### src/rtl/div_pkg.sv
// Shared types and helpers for the iterative divide sequencer.
package div_pkg;

    typedef enum logic [1:0] {
        IDLE = 2'd0,
        RUN  = 2'd1,
        SIGN = 2'd2,
        DONE = 2'd3
    } div_state_e;

    localparam int DIV_WIDTH_DEF = 32;
    localparam int DIV_FN_W      = 64;

    // Two's-complement negate when neg is set; callers truncate to their width.
    function automatic logic [DIV_FN_W-1:0] cond_neg(input logic [DIV_FN_W-1:0] v,
                                                     input logic                neg);
        if (neg) begin
            return ~v + 64'd1;
        end else begin
            return v;
        end
    endfunction

endpackage

### src/rtl/div_seq_step.sv
// One radix-2 restoring division step on {rem, quo} against the divisor magnitude.
module div_step #(
    parameter int WIDTH = 32
) (
    input  logic [WIDTH-1:0] rem,
    input  logic [WIDTH-1:0] quo,
    input  logic [WIDTH-1:0] divisor,
    output logic [WIDTH-1:0] rem_next,
    output logic [WIDTH-1:0] quo_next
);

    logic [WIDTH:0] shifted_s;
    logic [WIDTH:0] trial_s;

    // Shift, trial-subtract, and keep or restore the partial remainder.
    always_comb begin
        shifted_s = {rem, quo[WIDTH-1]};
        trial_s   = shifted_s - {1'b0, divisor};
        if (!trial_s[WIDTH]) begin
            rem_next = trial_s[WIDTH-1:0];
            quo_next = {quo[WIDTH-2:0], 1'b1};
        end else begin
            rem_next = shifted_s[WIDTH-1:0];
            quo_next = {quo[WIDTH-2:0], 1'b0};
        end
    end

endmodule

### src/rtl/div_seq.sv
// Iterative DIV/DIVU sequencer with pipeline stall and flush cancel.
// Optional macro DIV_ZERO_FAST_EN: a zero divisor completes straight from IDLE.
module div_seq
    import div_pkg::*;
#(
    parameter int WIDTH = DIV_WIDTH_DEF,
    parameter int CNT_W = $clog2(WIDTH)
) (
    input  logic             clk,
    input  logic             rst,
    input  logic             start_i,
    input  logic             signed_i,
    input  logic [WIDTH-1:0] a_i,
    input  logic [WIDTH-1:0] b_i,
    input  logic             cancel_i,
    output logic             stall_o,
    output logic             busy_o,
    output logic             done_o,
    output logic [WIDTH-1:0] hi_o,
    output logic [WIDTH-1:0] lo_o
);

    div_state_e       state_r;
    logic [CNT_W-1:0] cnt_r;
    logic [WIDTH-1:0] rem_r, quo_r, bmag_r, a_r, hi_r, lo_r;
    logic             qneg_r, rneg_r, done_r;

    logic [WIDTH-1:0] rem_nx_s, quo_nx_s, amag_s, bmag_s, hi_fin_s, lo_fin_s;
    logic             a_neg_s, b_neg_s, accept_s, stall_s, fast_zero_s;

    div_step #(.WIDTH(WIDTH)) u_step (
        .rem      (rem_r),
        .quo      (quo_r),
        .divisor  (bmag_r),
        .rem_next (rem_nx_s),
        .quo_next (quo_nx_s)
    );

    // Operand magnitudes, accept/stall decode and optional zero-divisor shortcut.
    always_comb begin
        a_neg_s  = signed_i & a_i[WIDTH-1];
        b_neg_s  = signed_i & b_i[WIDTH-1];
        amag_s   = WIDTH'(cond_neg(DIV_FN_W'(a_i), a_neg_s));
        bmag_s   = WIDTH'(cond_neg(DIV_FN_W'(b_i), b_neg_s));
        accept_s = (state_r == IDLE) & start_i & ~cancel_i;
        stall_s  = rst & (accept_s | (state_r == RUN) | (state_r == SIGN));
`ifdef DIV_ZERO_FAST_EN
        fast_zero_s = (b_i == {WIDTH{1'b0}});
`else
        fast_zero_s = 1'b0;
`endif
    end

    // Final sign fix-up; a zero divisor overrides with dividend / all ones.
    always_comb begin
        if (bmag_r == {WIDTH{1'b0}}) begin
            hi_fin_s = a_r;
            lo_fin_s = {WIDTH{1'b1}};
        end else begin
            hi_fin_s = WIDTH'(cond_neg(DIV_FN_W'(rem_r), rneg_r));
            lo_fin_s = WIDTH'(cond_neg(DIV_FN_W'(quo_r), qneg_r));
        end
    end

    // Sequencer FSM and result registers.
    always_ff @(posedge clk or negedge rst) begin
        if (!rst) begin
            state_r <= IDLE;
            cnt_r   <= {CNT_W{1'b0}};
            rem_r   <= {WIDTH{1'b0}};
            quo_r   <= {WIDTH{1'b0}};
            bmag_r  <= {WIDTH{1'b0}};
            a_r     <= {WIDTH{1'b0}};
            qneg_r  <= 1'b0;
            rneg_r  <= 1'b0;
            hi_r    <= {WIDTH{1'b0}};
            lo_r    <= {WIDTH{1'b0}};
            done_r  <= 1'b0;
        end else begin
            case (state_r)
                IDLE: begin
                    done_r <= 1'b0;
                    if (accept_s && fast_zero_s) begin
                        hi_r    <= a_i;
                        lo_r    <= {WIDTH{1'b1}};
                        done_r  <= 1'b1;
                        state_r <= DONE;
                    end else if (accept_s) begin
                        a_r     <= a_i;
                        bmag_r  <= bmag_s;
                        qneg_r  <= a_neg_s ^ b_neg_s;
                        rneg_r  <= a_neg_s;
                        rem_r   <= {WIDTH{1'b0}};
                        quo_r   <= amag_s;
                        cnt_r   <= CNT_W'(WIDTH - 1);
                        state_r <= RUN;
                    end else begin
                        state_r <= IDLE;
                    end
                end
                RUN: begin
                    if (cancel_i) begin
                        state_r <= IDLE;
                    end else begin
                        rem_r <= rem_nx_s;
                        quo_r <= quo_nx_s;
                        if (cnt_r == {CNT_W{1'b0}}) begin
                            state_r <= SIGN;
                        end else begin
                            cnt_r <= cnt_r - CNT_W'(1);
                        end
                    end
                end
                SIGN: begin
                    if (cancel_i) begin
                        state_r <= IDLE;
                    end else begin
                        hi_r    <= hi_fin_s;
                        lo_r    <= lo_fin_s;
                        done_r  <= 1'b1;
                        state_r <= DONE;
                    end
                end
                DONE: begin
                    done_r  <= 1'b0;
                    state_r <= IDLE;
                end
                default: begin
                    done_r  <= 1'b0;
                    state_r <= IDLE;
                end
            endcase
        end
    end

    assign stall_o = stall_s;
    assign busy_o  = (state_r != IDLE);
    assign done_o  = done_r;
    assign hi_o    = hi_r;
    assign lo_o    = lo_r;

endmodule

### config.mk
export PLATFORM = sky130hd
export DESIGN_NAME = div_seq
export DESIGN_NICKNAME = d
export VERILOG_FILES = /design/src/rtl/div_pkg.sv /design/src/rtl/div_seq_step.sv /design/src/rtl/div_seq.sv
export SDC_FILE = /design/constraint.sdc
export NUM_CORES = 1
export LEC_CHECK = 0
export CAP_MARGIN = 20
export CORE_MARGIN = 2
export CORE_UTILIZATION = 62
export CTS_BUF_LIST = sky130_fd_sc_hd__clkbuf_16
export DETAILED_ROUTE_END_ITERATION = 6
export HOLD_SLACK_MARGIN = 0.12
export PLACE_DENSITY = 0.86
export SLEW_MARGIN = 20
export SYNTH_ARGS = -nofsm -noshare
export SYNTH_HDL_FRONTEND = slang
export SYNTH_SLANG_ARGS = --single-unit
### constraint.sdc
create_clock -name clk -period 5.22 [get_ports clk]
set_clock_uncertainty 0.1 [all_clocks]
set_input_delay 1.044 -clock clk [delete_from_list [all_inputs] [get_ports clk]]
set_output_delay 1.044 -clock clk [all_outputs]
set_load 0.02 [all_outputs]
# --- After elaboration in Yosys (flattened, before gate mapping) ---
# Index checks and enable logic that the tools add are counted.
op_classes:
  add_sub_neg: 6
  n_mul: 0
  div: 0
  order_cmp: 0
  n_eq_ne: 8
  n_shift: 0
  n_mux: 25
  n_bitwise: 13
  reduce_logical: 12
ops:
  columns: ["cell", "n"]
  rows:
  - ["2-to-1 mux 32 bit", 11]
  - ["adder 32 x 1 -> 32 bit, second input constant", 4]
  - ["inverter 32 bit", 4]
  - ["case mux 32 bit (2 select lines)", 2]
  - ["subtractor 33 x 32 -> 33 bit", 1]
  - ["zero test 32 bit", 1]
  - ["2-to-1 mux 5 bit", 3]
  - ["case mux 5 bit (2 select lines)", 1]
  - ["inequality test 2 bit, second input constant", 4]
  - ["case mux 2 bit (4 select lines)", 1]
  - ["2-to-1 mux 2 bit", 3]
  - ["AND reduction 2 bit", 3]
  - ["nonzero test 2 bit", 3]
  - ["bitwise AND 1 bit", 5]
  - ["zero test 5 bit", 1]
  - ["subtractor 5 x 1 -> 5 bit, second input constant", 1]
  - ["equality test 2 bit, second input constant", 2]
  - ["AND reduction 4 bit", 1]
  - ["2-to-1 mux 1 bit", 3]
  - ["inequality test 3 x 2 -> 1 bit, second input constant", 1]
  - ["AND reduction 3 bit", 1]
  - ["equality test 2 x 1 -> 1 bit, second input constant", 1]
  - ["zero test 2 bit", 1]
  - ["OR 1 bit", 2]
  - ["other kinds (4)", 4]
totals:
  ff_bits: 202
  latch_bits: 0
  mem_bits_rw: 0
  romBits: 0
  input_bits: 69
  out_inout_bits: 67
  memories: 0

# --- Logic depth before layout (Yosys ltp) ---
# Gate-level depths: netlist (run 1).
logic_depth:
  ltp_word: 6
  depth_mapped: 14

# --- Modules after synthesis ---
# A second synthesis (run 1) with hierarchy kept.
hier_totals:
  hier_cells: 1468
  hier_area_um2: 13205.2
modules_own_cells:
  columns: ["mod", "instances", "cells_each", "area_per_inst_um2"]
  rows:
  - ["div_seq", 1, 1132, 10613.9]
  - ["div_step", 1, 336, 2591.2]

# --- Worst setup path before layout (run 1) ---
# Ideal clock, no wire load.
synth_path:
  kind: "input port to flip-flop"
  startpoint: "input b_i[8]"
  endpoint: "register bmag_r[29]"
  arrival_ns: 3.121
  required_ns: 4.991
  slack_ns: 1.870
  path_stages: 8
  path_cell_list: "or4_1 > nor4_1 > nand2_1 > or3_1 > or3_1 > o41ai_1 > xor2_1 > o21ai_1"
synth_via:
  elab_chain_cells: 3
synth_lines:
  columns: ["item", "line", "source"]
  rows:
  - ["from (decl)", "div_seq.sv:14", "input logic [WIDTH-1:0] b_i,"]
  - ["inverter 32 bit", "div_pkg.sv:18", "return ~v + 64'd1;"]
  - ["adder 32 x 1 -> 32 bit", "div_pkg.sv:18", null]
  - ["2-to-1 mux 32 bit", "div_pkg.sv:17", "if (neg) begin"]
  - ["to (signal assigned)", "div_seq.sv:72", "bmag_r <= {WIDTH{1'b0}};"]
  - ["to (signal assigned)", "div_seq.sv:90", "bmag_r <= bmag_s;"]
  - ["to (decl)", "div_seq.sv:25", "logic [WIDTH-1:0] rem_r, quo_r, bmag_r, a_r, hi_r, lo_r;"]
# Every way passes these cells.
# A chain may end at the register's enable or synchronous reset.

# --- Final worst setup path (run 1) ---
layout_path:
  startpoint: "register quo_r[31]"
  endpoint: "register rem_r[5]"
layout_via:
  elab_chain_cells: 4
layout_lines:
  columns: ["item", "line", "source"]
  rows:
  - ["from (decl)", "div_seq.sv:25", null]
  - ["from (signal assigned)", "div_seq.sv:71", "quo_r <= {WIDTH{1'b0}};"]
  - ["from (signal assigned)", "div_seq.sv:94", "quo_r <= amag_s;"]
  - ["from (signal assigned)", "div_seq.sv:106", "quo_r <= quo_nx_s;"]
  - ["subtractor 33 x 32 -> 33 bit", "div_seq_step.sv:18", "trial_s = shifted_s - {1'b0, divisor};"]
  - ["2-to-1 mux 32 bit", "div_seq_step.sv:19", "if (!trial_s[WIDTH]) begin"]
  - ["2-to-1 mux 32 bit", "div_seq.sv:102", "if (cancel_i) begin"]
  - ["case mux 32 bit (2 select lines)", "div_seq.sv:80", "case (state_r)"]
  - ["to (signal assigned)", "div_seq.sv:70", "rem_r <= {WIDTH{1'b0}};"]
  - ["to (signal assigned)", "div_seq.sv:93", "rem_r <= {WIDTH{1'b0}};"]
  - ["to (signal assigned)", "div_seq.sv:105", "rem_r <= rem_nx_s;"]
  - ["to (decl)", "div_seq.sv:25", null]
# Every way passes these cells. The select of a mux whose other input is x is not followed.

==> results of run 1 <==
[final cells by class]
| class | instances | area (µm²) |
|---|---|---|
| flip-flops and latches | 202 | 5050 |
| repair buffers | 151 | 1490 |
| fillers | 1519 | 5150 |
| clock buffers | 23 | 576 |
| multi-input cells | 1215 | 7280 |
| well taps | 270 | 338 |
| inverters | 53 | 199 |
| clock inverters | 17 | 154 |
[final timing paths]
check,end,cells past startpoint
setup / recovery,rem_r[5]$_DFFE_PN0P_,13
max in group asynchronous,lo_o[9]$_DFFE_PN0P_,2
hold reg to reg,a_r[24]$_DFFE_PN0P_,2
min in group asynchronous,a_r[12]$_DFFE_PN0P_,1
setup reg to reg,rem_r[5]$_DFFE_PN0P_,13
hold / removal,a_r[24]$_DFFE_PN0P_,2
[routing by layer]
metal	vias up	GRT usage
li1	5669	-
met1	5804	0.499
met2	618	0.543
met3	84	0.0358
met4	0	0.135
met5	-	0
[worst reg2reg max path, cell delays in order (launching register included)]
cell and delay, ps:
dfrtp_1 360, inv_1 100, ha_1 260, fa_1 410
nand2b_1 180, a21oi_1 290, o41ai_2 130, o21ai_1 220
a2111oi_1 150, o31ai_1 580, xnor2_2 300, buf_12 260
or4_1 540, o311ai_1 90
[state kept, by name, indices dropped and copies added, names as in the netlist]
signal and count:
a_r 32, bmag_r 32, hi_o 32, lo_o 32, quo_r 32, rem_r 32
cnt_r 5, state_r 2, done_o 1, qneg_r 1, rneg_r 1
[cell usage in the layout (no fill, tap or decap), drive strengths merged, types with 17 or more instances in the layout]
cell type / count
a21oi: 121
clkbuf: 24
clkdlybuf4s50: 134
dfrtp: 202
ha: 42
inv: 57
nand2: 285
nand3: 31
nor2: 112
nor3: 18
nor4: 22
o21ai: 175
o22a: 28
o311ai: 18
o31ai: 25
o41ai: 20
or3: 19
or4: 17
xnor2: 70
xor2: 76
[metrics by stage]
| step | util | hold WS, ps | std cells | power (W) |
|---|---|---|---|---|
| finish | 0.746 | 376 | 1931 | 0.00474 |
| global placement | 0.710 | 352 | 1891 | 0.00311 |
| floorplan | - | 337 | 1554 | 0.00271 |
| global route | 0.746 | 405 | 1931 | 0.00496 |
| detailed placement | 0.710 | 359 | 1891 | 0.00315 |
| CTS | 0.746 | 374 | 1931 | 0.00474 |
[cell families after synthesis]
family,after synthesis
fa+ha+maj,43
buf+inv,137
xor+xnor,146
compound gates,449
simple gates,565
mux,12
flops,202
[power by group through the flow]
stage               Clock, W  Combinational, W  Sequential (W)
floorplan                  0          0.000778         0.00194
global placement           0           0.00113         0.00199
detailed placement         0           0.00115         0.00199
CTS                  0.00160           0.00116         0.00197
global route         0.00167           0.00130         0.00200
finish               0.00159           0.00117         0.00198
==> out/summary.log, run 1 <==
[setup_path] count of buffer and inverter cells on the critical path 2
[synthesis] main combinational cell family by area after synthesis compound AO/OA/AOI/OAI gates
[synthesis] ranking of synthesized cells by area dfrtp_1, nand2_1, o21ai_0, xor2_1, xnor2_1
[clocking] clk_lat worst skew 520 ps
[layout] post-synthesis to final-layout area growth 17.7%
[setup_path] worst reg2reg startpoint quo_r[31]$_DFFE_PN0P_
[setup_path] path type of the worst setup path flip-flop to flip-flop
[floorplan] Core Rows 52
[detailed_routing] drt total wl 37,900 µm
[synthesis] dominant cell by count in the synthesized netlist nand2_1
[layout] layout cell share with drive strength beyond 1 0.0409
[synthesis] Synth warnings 0
[sta] worst-case setup margin in the final layout 1130 ps
[clocking] number of clock sinks seen by CTS 202
[sta] Setup violations, final 0
[detailed_routing] routed via count 12,200
[setup_path] Worst Setup End Kind flip-flop
[synthesis] share of the synthesized area in compound gates (AO/OA/AOI/OAI) 0.215
[setup_path] crit-path cells inv_1, ha_1, fa_1, nand2b_1, a21oi_1, o41ai_2, o21ai_1, a2111oi_1, o31ai_1, xnor2_2, buf_12, or4_1, o311ai_1
[power_and_ir_drop] part of the total power dissipated in the clock network 0.336
[synthesis] Synth Flop Type dfrtp_1
[placement] worst-case setup slack after placement 1120 ps
[detailed_routing] DRT Pass-1 Iters 7
[detailed_routing] vias per cell 6.31
[clocking] H-tree depth 1
[grt] largest net degree at the start of global routing 104
[sta] setup repair after global routing missed its margin false
[detailed_routing] number of nets still failing antenna checks after routing 0
[job] reported max-cap violation count 0
[clocking] post-CTS clock slew at the launch and capture registers of the worst setup and hold paths 60 ps
[synthesis] area share of the largest cell type after synthesis 0.394
[grt] overflow left after global routing 0
[setup_path] Worst R2R Setup Slack 1130 ps
[setup_path] data arrival time of the critical path 4390 ps
[placement] Final HPWL DP 27,600 µm
[grt] number of global-route vias before repair 11,200
[detailed_routing] mean routed wirelength per cell 19.6 µm
[clocking] cts hold-fix bufs 0
[min_path] Min-Delay Startpoint a_r[24]$_DFFE_PN0P_
[clocking] # resized after CTS 0
[min_path] path type of the worst min-delay path flip-flop to flip-flop
[synthesis] synthesized netlist cell count 1,554
[layout] finished layout cell area 0.0151 mm²
[power_and_ir_drop] net switching component of the power 0.00156 W
[floorplan] number of primary I/O pins 136
[setup_path] Req. time, crit path 5520 ps
[synthesis] post-synthesis mux area share 0.00947
[floorplan] full die area 0.0218 mm²
[power_and_ir_drop] combinational share of power 0.247
[setup_path] CP max stage delay 580 ps
[synthesis] synthesized-area fraction occupied by xor and xnor cells 0.100
[synthesis] share of synthesized cell area in full adder, half adder and majority cells 0.0426
[clocking] Bufs on Longest Clock Path 3
[detailed_routing] top sig layer met4
[sta] max frequency 0.244 GHz
[synthesis] Post-synth top cells nand2_1, dfrtp_1, o21ai_0, a21oi_1, nor2_1
[grt] antenna violations before repair 0
[synthesis] cell area after synthesis 0.0128 mm²
[detailed_routing] DRC Markers 0
[floorplan] width of the die 148 µm
[detailed_routing] met1 routed wirelength after detailed routing 15,700 µm
[power_and_ir_drop] Leak 6.55 nW
[sta] Setup TNS 0 ps
[placement] number of buffers inserted by port buffering 135
[detailed_routing] met2 WL post-DR 17,400 µm
[setup_path] nature of the critical path startpoint flip-flop
[synthesis] count of unique library cells instantiated by Yosys 64
[sta] count of final max-slew check failures 0
[detailed_routing] DRT iter0 DRCs 1,054
[layout] number of antenna repair diodes 0
[clocking] buffer count from post-CTS setup fixing 0
[synthesis] asr flop ratio synth 1.00
[floorplan] initial cell density of the core 0.634
[synthesis] post-synthesis register bit count 202
[placement] GPL Wtd Cong 0.967
[clocking] number of buffers inserted during clock tree synthesis 23
[grt] Total GRT Usage 0.346
[sta] period utilisation layout 0.784
[detailed_routing] met3 WL 3170 µm
[sta] Worst Tran Pin Value 1010 ps
[run_status] status completed
[power_and_ir_drop] power density of the placed cells 314 mW/mm²
[sta] total count of hold-check failures in the final report 0
[floorplan] Vert. Die Dim 148 µm
[power_and_ir_drop] sequential fraction of design power 0.417
[sta] post-route minimum period 4090 ps
[synthesis] number of nets in the synthesized netlist 1,666
[layout] Final #Nets 1,758
[setup_path] CP Max Fanout 39
[grt] global-route wire length before repair 60,000 µm
[synthesis] syn avg cell area 8.25 µm²
[synthesis] number of enable-type register cells in the synthesized netlist 0
[power_and_ir_drop] internal power summed over all cells 0.00318 W
[power_and_ir_drop] peak supply drop 0.230 mV
[power_and_ir_drop] switching power as a share of total power 0.330
[placement] cell area after placement 0.0144 mm²
[setup_path] Largest delay share family, worst path compound AO/OA/AOI/OAI gates
[setup_path] Worst path slowest cell o31ai_1
[synthesis] area fraction in and, or, nand and nor cells after synthesis 0.197
[setup_path] crit path from quo_r[31]$_DFFE_PN0P_
[clocking] buffer type at the clock tree root clkbuf_16
[floorplan] Std-Cell Core Area 0.0202 mm²
[synthesis] part of the Yosys area used for sequential elements 0.394
[sta] normalized max-slew margin 0.327
[synthesis] leading area contributor after synthesis dfrtp_1
[clocking] clock tree from TritonCTS built
Note: power is estimated with default switching activity, not from simulation.
==> run 2: changes to the inputs <==
--- a/config.mk
+++ b/config.mk
@@ -7,11 +7,11 @@
 export LEC_CHECK = 0
 export CAP_MARGIN = 20
 export CORE_MARGIN = 2
-export CORE_UTILIZATION = 62
+export CORE_UTILIZATION = 58
 export CTS_BUF_LIST = sky130_fd_sc_hd__clkbuf_16
 export DETAILED_ROUTE_END_ITERATION = 6
 export HOLD_SLACK_MARGIN = 0.12
-export PLACE_DENSITY = 0.86
+export PLACE_DENSITY = 0.81
 export SLEW_MARGIN = 20
 export SYNTH_ARGS = -nofsm -noshare
 export SYNTH_HDL_FRONTEND = slang
==> constraint.sdc (replaced) <==
create_clock -name clk -period 3.9 [get_ports clk]
set_clock_uncertainty 0.1 [all_clocks]
set_input_delay 0.78 -clock clk [delete_from_list [all_inputs] [get_ports clk]]
set_output_delay 0.78 -clock clk [all_outputs]
set_load 0.02 [all_outputs]
==> out/summary.log, run 2 (synthesis results as in run 1) <==
[floorplan] number of primary I/O pins 136 [unchanged]
[sta] worst-case setup margin in the final layout 274 ps [was 1130 ps]
[layout] post-synthesis to final-layout area growth 21.0% [was 17.7%]
[setup_path] CP Max Fanout 8 [was 39]
[grt] overflow left after global routing 0 [unchanged]
[clocking] number of clock sinks seen by CTS 202 [unchanged]
[grt] global-route wire length before repair 62,200 µm [was 60,000 µm]
[placement] GPL Wtd Cong 0.957 [was 0.967]
[grt] Total GRT Usage 0.328 [was 0.346]
[power_and_ir_drop] power density of the placed cells 417 mW/mm² [was 314 mW/mm²]
[floorplan] Core Rows 54 [was 52]
[detailed_routing] DRC Markers 44 [was 0]
[detailed_routing] mean routed wirelength per cell 19.6 µm [about the same]
[layout] Final #Nets 1,801 [was 1,758]
[setup_path] Worst Setup End Kind flip-flop [unchanged]
[layout] finished layout cell area 0.0155 mm² [was 0.0151 mm²]
[placement] worst-case setup slack after placement 72.4 ps [was 1120 ps]
[detailed_routing] drt total wl 39,000 µm [was 37,900 µm]
[clocking] clock tree from TritonCTS built [unchanged]
[setup_path] data arrival time of the critical path 3950 ps [was 4390 ps]
[clocking] buffer type at the clock tree root clkbuf_16 [unchanged]
[layout] Layout fillers 1,716 [was 1,519]
[sta] count of final max-slew check failures 0 [unchanged]
[placement] number of buffers inserted by port buffering 135 [unchanged]
[power_and_ir_drop] peak supply drop 0.303 mV [was 0.230 mV]
[floorplan] initial cell density of the core 0.589 [was 0.634]
[placement] Final HPWL DP 29,000 µm [was 27,600 µm]
[clocking] cts hold-fix bufs 0 [unchanged]
[power_and_ir_drop] combinational share of power 0.250 [was 0.247]
[sta] Setup TNS 0 ps [unchanged]
[layout] number of antenna repair diodes 0 [unchanged]
[setup_path] nature of the critical path startpoint flip-flop [unchanged]
[sta] normalized max-slew margin 0.330 [was 0.327]
[layout] most used cells in the layout excluding fill and tap cells nand2_1, dfrtp_1, o21ai_0 [unchanged]
[setup_path] path type of the worst setup path flip-flop to flip-flop [unchanged]
[clocking] H-tree depth 1 [unchanged]
[grt] antenna violations before repair 0 [unchanged]
[power_and_ir_drop] internal power summed over all cells 0.00433 W [was 0.00318 W]
[sta] setup repair after global routing missed its margin false [unchanged]
[floorplan] full die area 0.0233 mm² [was 0.0218 mm²]
[setup_path] Req. time, crit path 4220 ps [was 5520 ps]
[power_and_ir_drop] switching power as a share of total power 0.331 [was 0.330]
[sta] max frequency 0.276 GHz [was 0.244 GHz]
[detailed_routing] routed via count 12,200 [about the same]
[run_status] status finished with violations [was completed]
[clocking] post-CTS clock slew at the launch and capture registers of the worst setup and hold paths 60 ps [about the same]
[detailed_routing] vias per cell 6.12 [was 6.31]
[floorplan] Vert. Die Dim 153 µm [was 148 µm]
[sta] period utilisation layout 0.930 [was 0.784]
[grt] largest net degree at the start of global routing 151 [was 104]
[sta] Worst Tran Pin Value 1010 ps [about the same]
[sta] Setup violations, final 0 [unchanged]
[layout] layout cell share with drive strength beyond 1 0.0663 [was 0.0409]
[detailed_routing] DRT iter0 DRCs 1,041 [was 1,054]
[floorplan] Std-Cell Core Area 0.0218 mm² [was 0.0202 mm²]
[clocking] number of buffers inserted during clock tree synthesis 24 [was 23]
[placement] cell area after placement 0.0147 mm² [was 0.0144 mm²]
[floorplan] width of the die 153 µm [was 148 µm]
[power_and_ir_drop] net switching component of the power 0.00214 W [was 0.00156 W]
[power_and_ir_drop] Leak 6.77 nW [was 6.55 nW]
[sta] total count of hold-check failures in the final report 0 [unchanged]
[layout] most common cell after layout, fill and taps aside nand2_1 [unchanged]
[power_and_ir_drop] part of the total power dissipated in the clock network 0.344 [was 0.336]
[clocking] Bufs on Longest Clock Path 3 [unchanged]
[min_path] path type of the worst min-delay path input pin to async pin [was flip-flop to flip-flop]
[job] reported max-cap violation count 0 [unchanged]
[detailed_routing] number of nets still failing antenna checks after routing 0 [unchanged]
[grt] number of global-route vias before repair 11,700 [was 11,200]
[power_and_ir_drop] sequential fraction of design power 0.406 [was 0.417]
[run_status] violations in the final reports DRC
[clocking] clk_lat worst skew 540 ps [was 520 ps]
[sta] post-route minimum period 3630 ps [was 4090 ps]
[detailed_routing] DRT Pass-1 Iters 7 [unchanged]
==> run 2: cell count changes in the layout (fill, tap and decap cells not counted), moves of 2 or more <==
| cell | delta |
|---|---|
| buf_12 | +2 |
| clkinvlp_4 | +2 |
| buf_4 | +40 |
| clkinv_2 | -3 |
==> run 2: layout make-up <==
| type | count | area, µm² | share of cell area |
|---|---|---|---|
| Tap cell | 280 | 350 | 0.0226 |
| Clock inverter | 18 | 174 | 0.0112 |
| Inverter | 53 | 199 | 0.0128 |
| Clock buffer | 24 | 601 | 0.0387 |
| Timing Repair Buffer | 193 | 1830 | 0.118 |
| Sequential cell | 202 | 5050 | 0.326 |
| Multi-Input combinational cell | 1215 | 7310 | 0.471 |
==> run 2: timing repair <==
action                     CTS  global route
buffers inserted             0             0
gates resized for setup      0             4
setup endpoints to repair    0            30
==> run 2: path summary, 6_finish.rpt <==
kind | depth (start not counted) | end | start | slack, ps
setup / recovery | 15 | rem_r[0]$_DFFE_PN0P_ | quo_r[31]$_DFFE_PN0P_ | 270
hold / removal | 2 | state_r[0]$_DFFE_PN0P_ | rst | 360
setup reg to reg | 15 | rem_r[0]$_DFFE_PN0P_ | quo_r[31]$_DFFE_PN0P_ | 270
hold reg to reg | 2 | hi_o[14]$_DFFE_PN0P_ | hi_o[14]$_DFFE_PN0P_ | 380
max in group asynchronous | 2 | hi_o[19]$_DFFE_PN0P_ | rst | 2710
min in group clk | 2 | hi_o[14]$_DFFE_PN0P_ | hi_o[14]$_DFFE_PN0P_ | 380
==> run 2: critical path, cell delays in order, from the launching register on <==
cell       delay (ps)
dfrtp_1           370
inv_1              90
ha_1              220
fa_1              420
nand2b_1          210
a21oi_2           220
o41ai_2            90
o21ai_1           220
a2111oi_1         130
buf_4             170
o31ai_4           340
buf_4             180
xor2_2            240
buf_12            170
nand2_1            70
a32o_1            250
==> run 2: per-stage QoR <==
stage           util  hold slack (ps)  instances  total power [W]
2_1_floorplan      -              337       1554          0.00363
3_3_place_gp   0.676              352       1943          0.00420
3_5_place_dp   0.676              363       1943          0.00424
4_1_cts        0.712              378       1985          0.00646
5_1_grt        0.713              400       1985          0.00678
6_report       0.713              361       1985          0.00647
==> run 2: power groups by stage <==
| stage | combinational [W] | clock (W) | sequential [W] |
|---|---|---|---|
| 2_1_floorplan | 0.00104 | 0 | 0.00259 |
| 3_3_place_gp | 0.00156 | 0 | 0.00264 |
| 3_5_place_dp | 0.00159 | 0 | 0.00265 |
| 4_1_cts | 0.00160 | 0.00224 | 0.00262 |
| 5_1_grt | 0.00178 | 0.00233 | 0.00266 |
| 6_report | 0.00162 | 0.00223 | 0.00263 |
==> run 2: metal layers <==
layer | GRT usage | share of wire | vias to the layer above
li1 | - | - | 5765
met1 | 0.458 | 0.42 | 5742
met2 | 0.534 | 0.46 | 569
met3 | 0.0438 | 0.083 | 81
met4 | 0.109 | 0.033 | 0
met5 | 0 | 0 | -
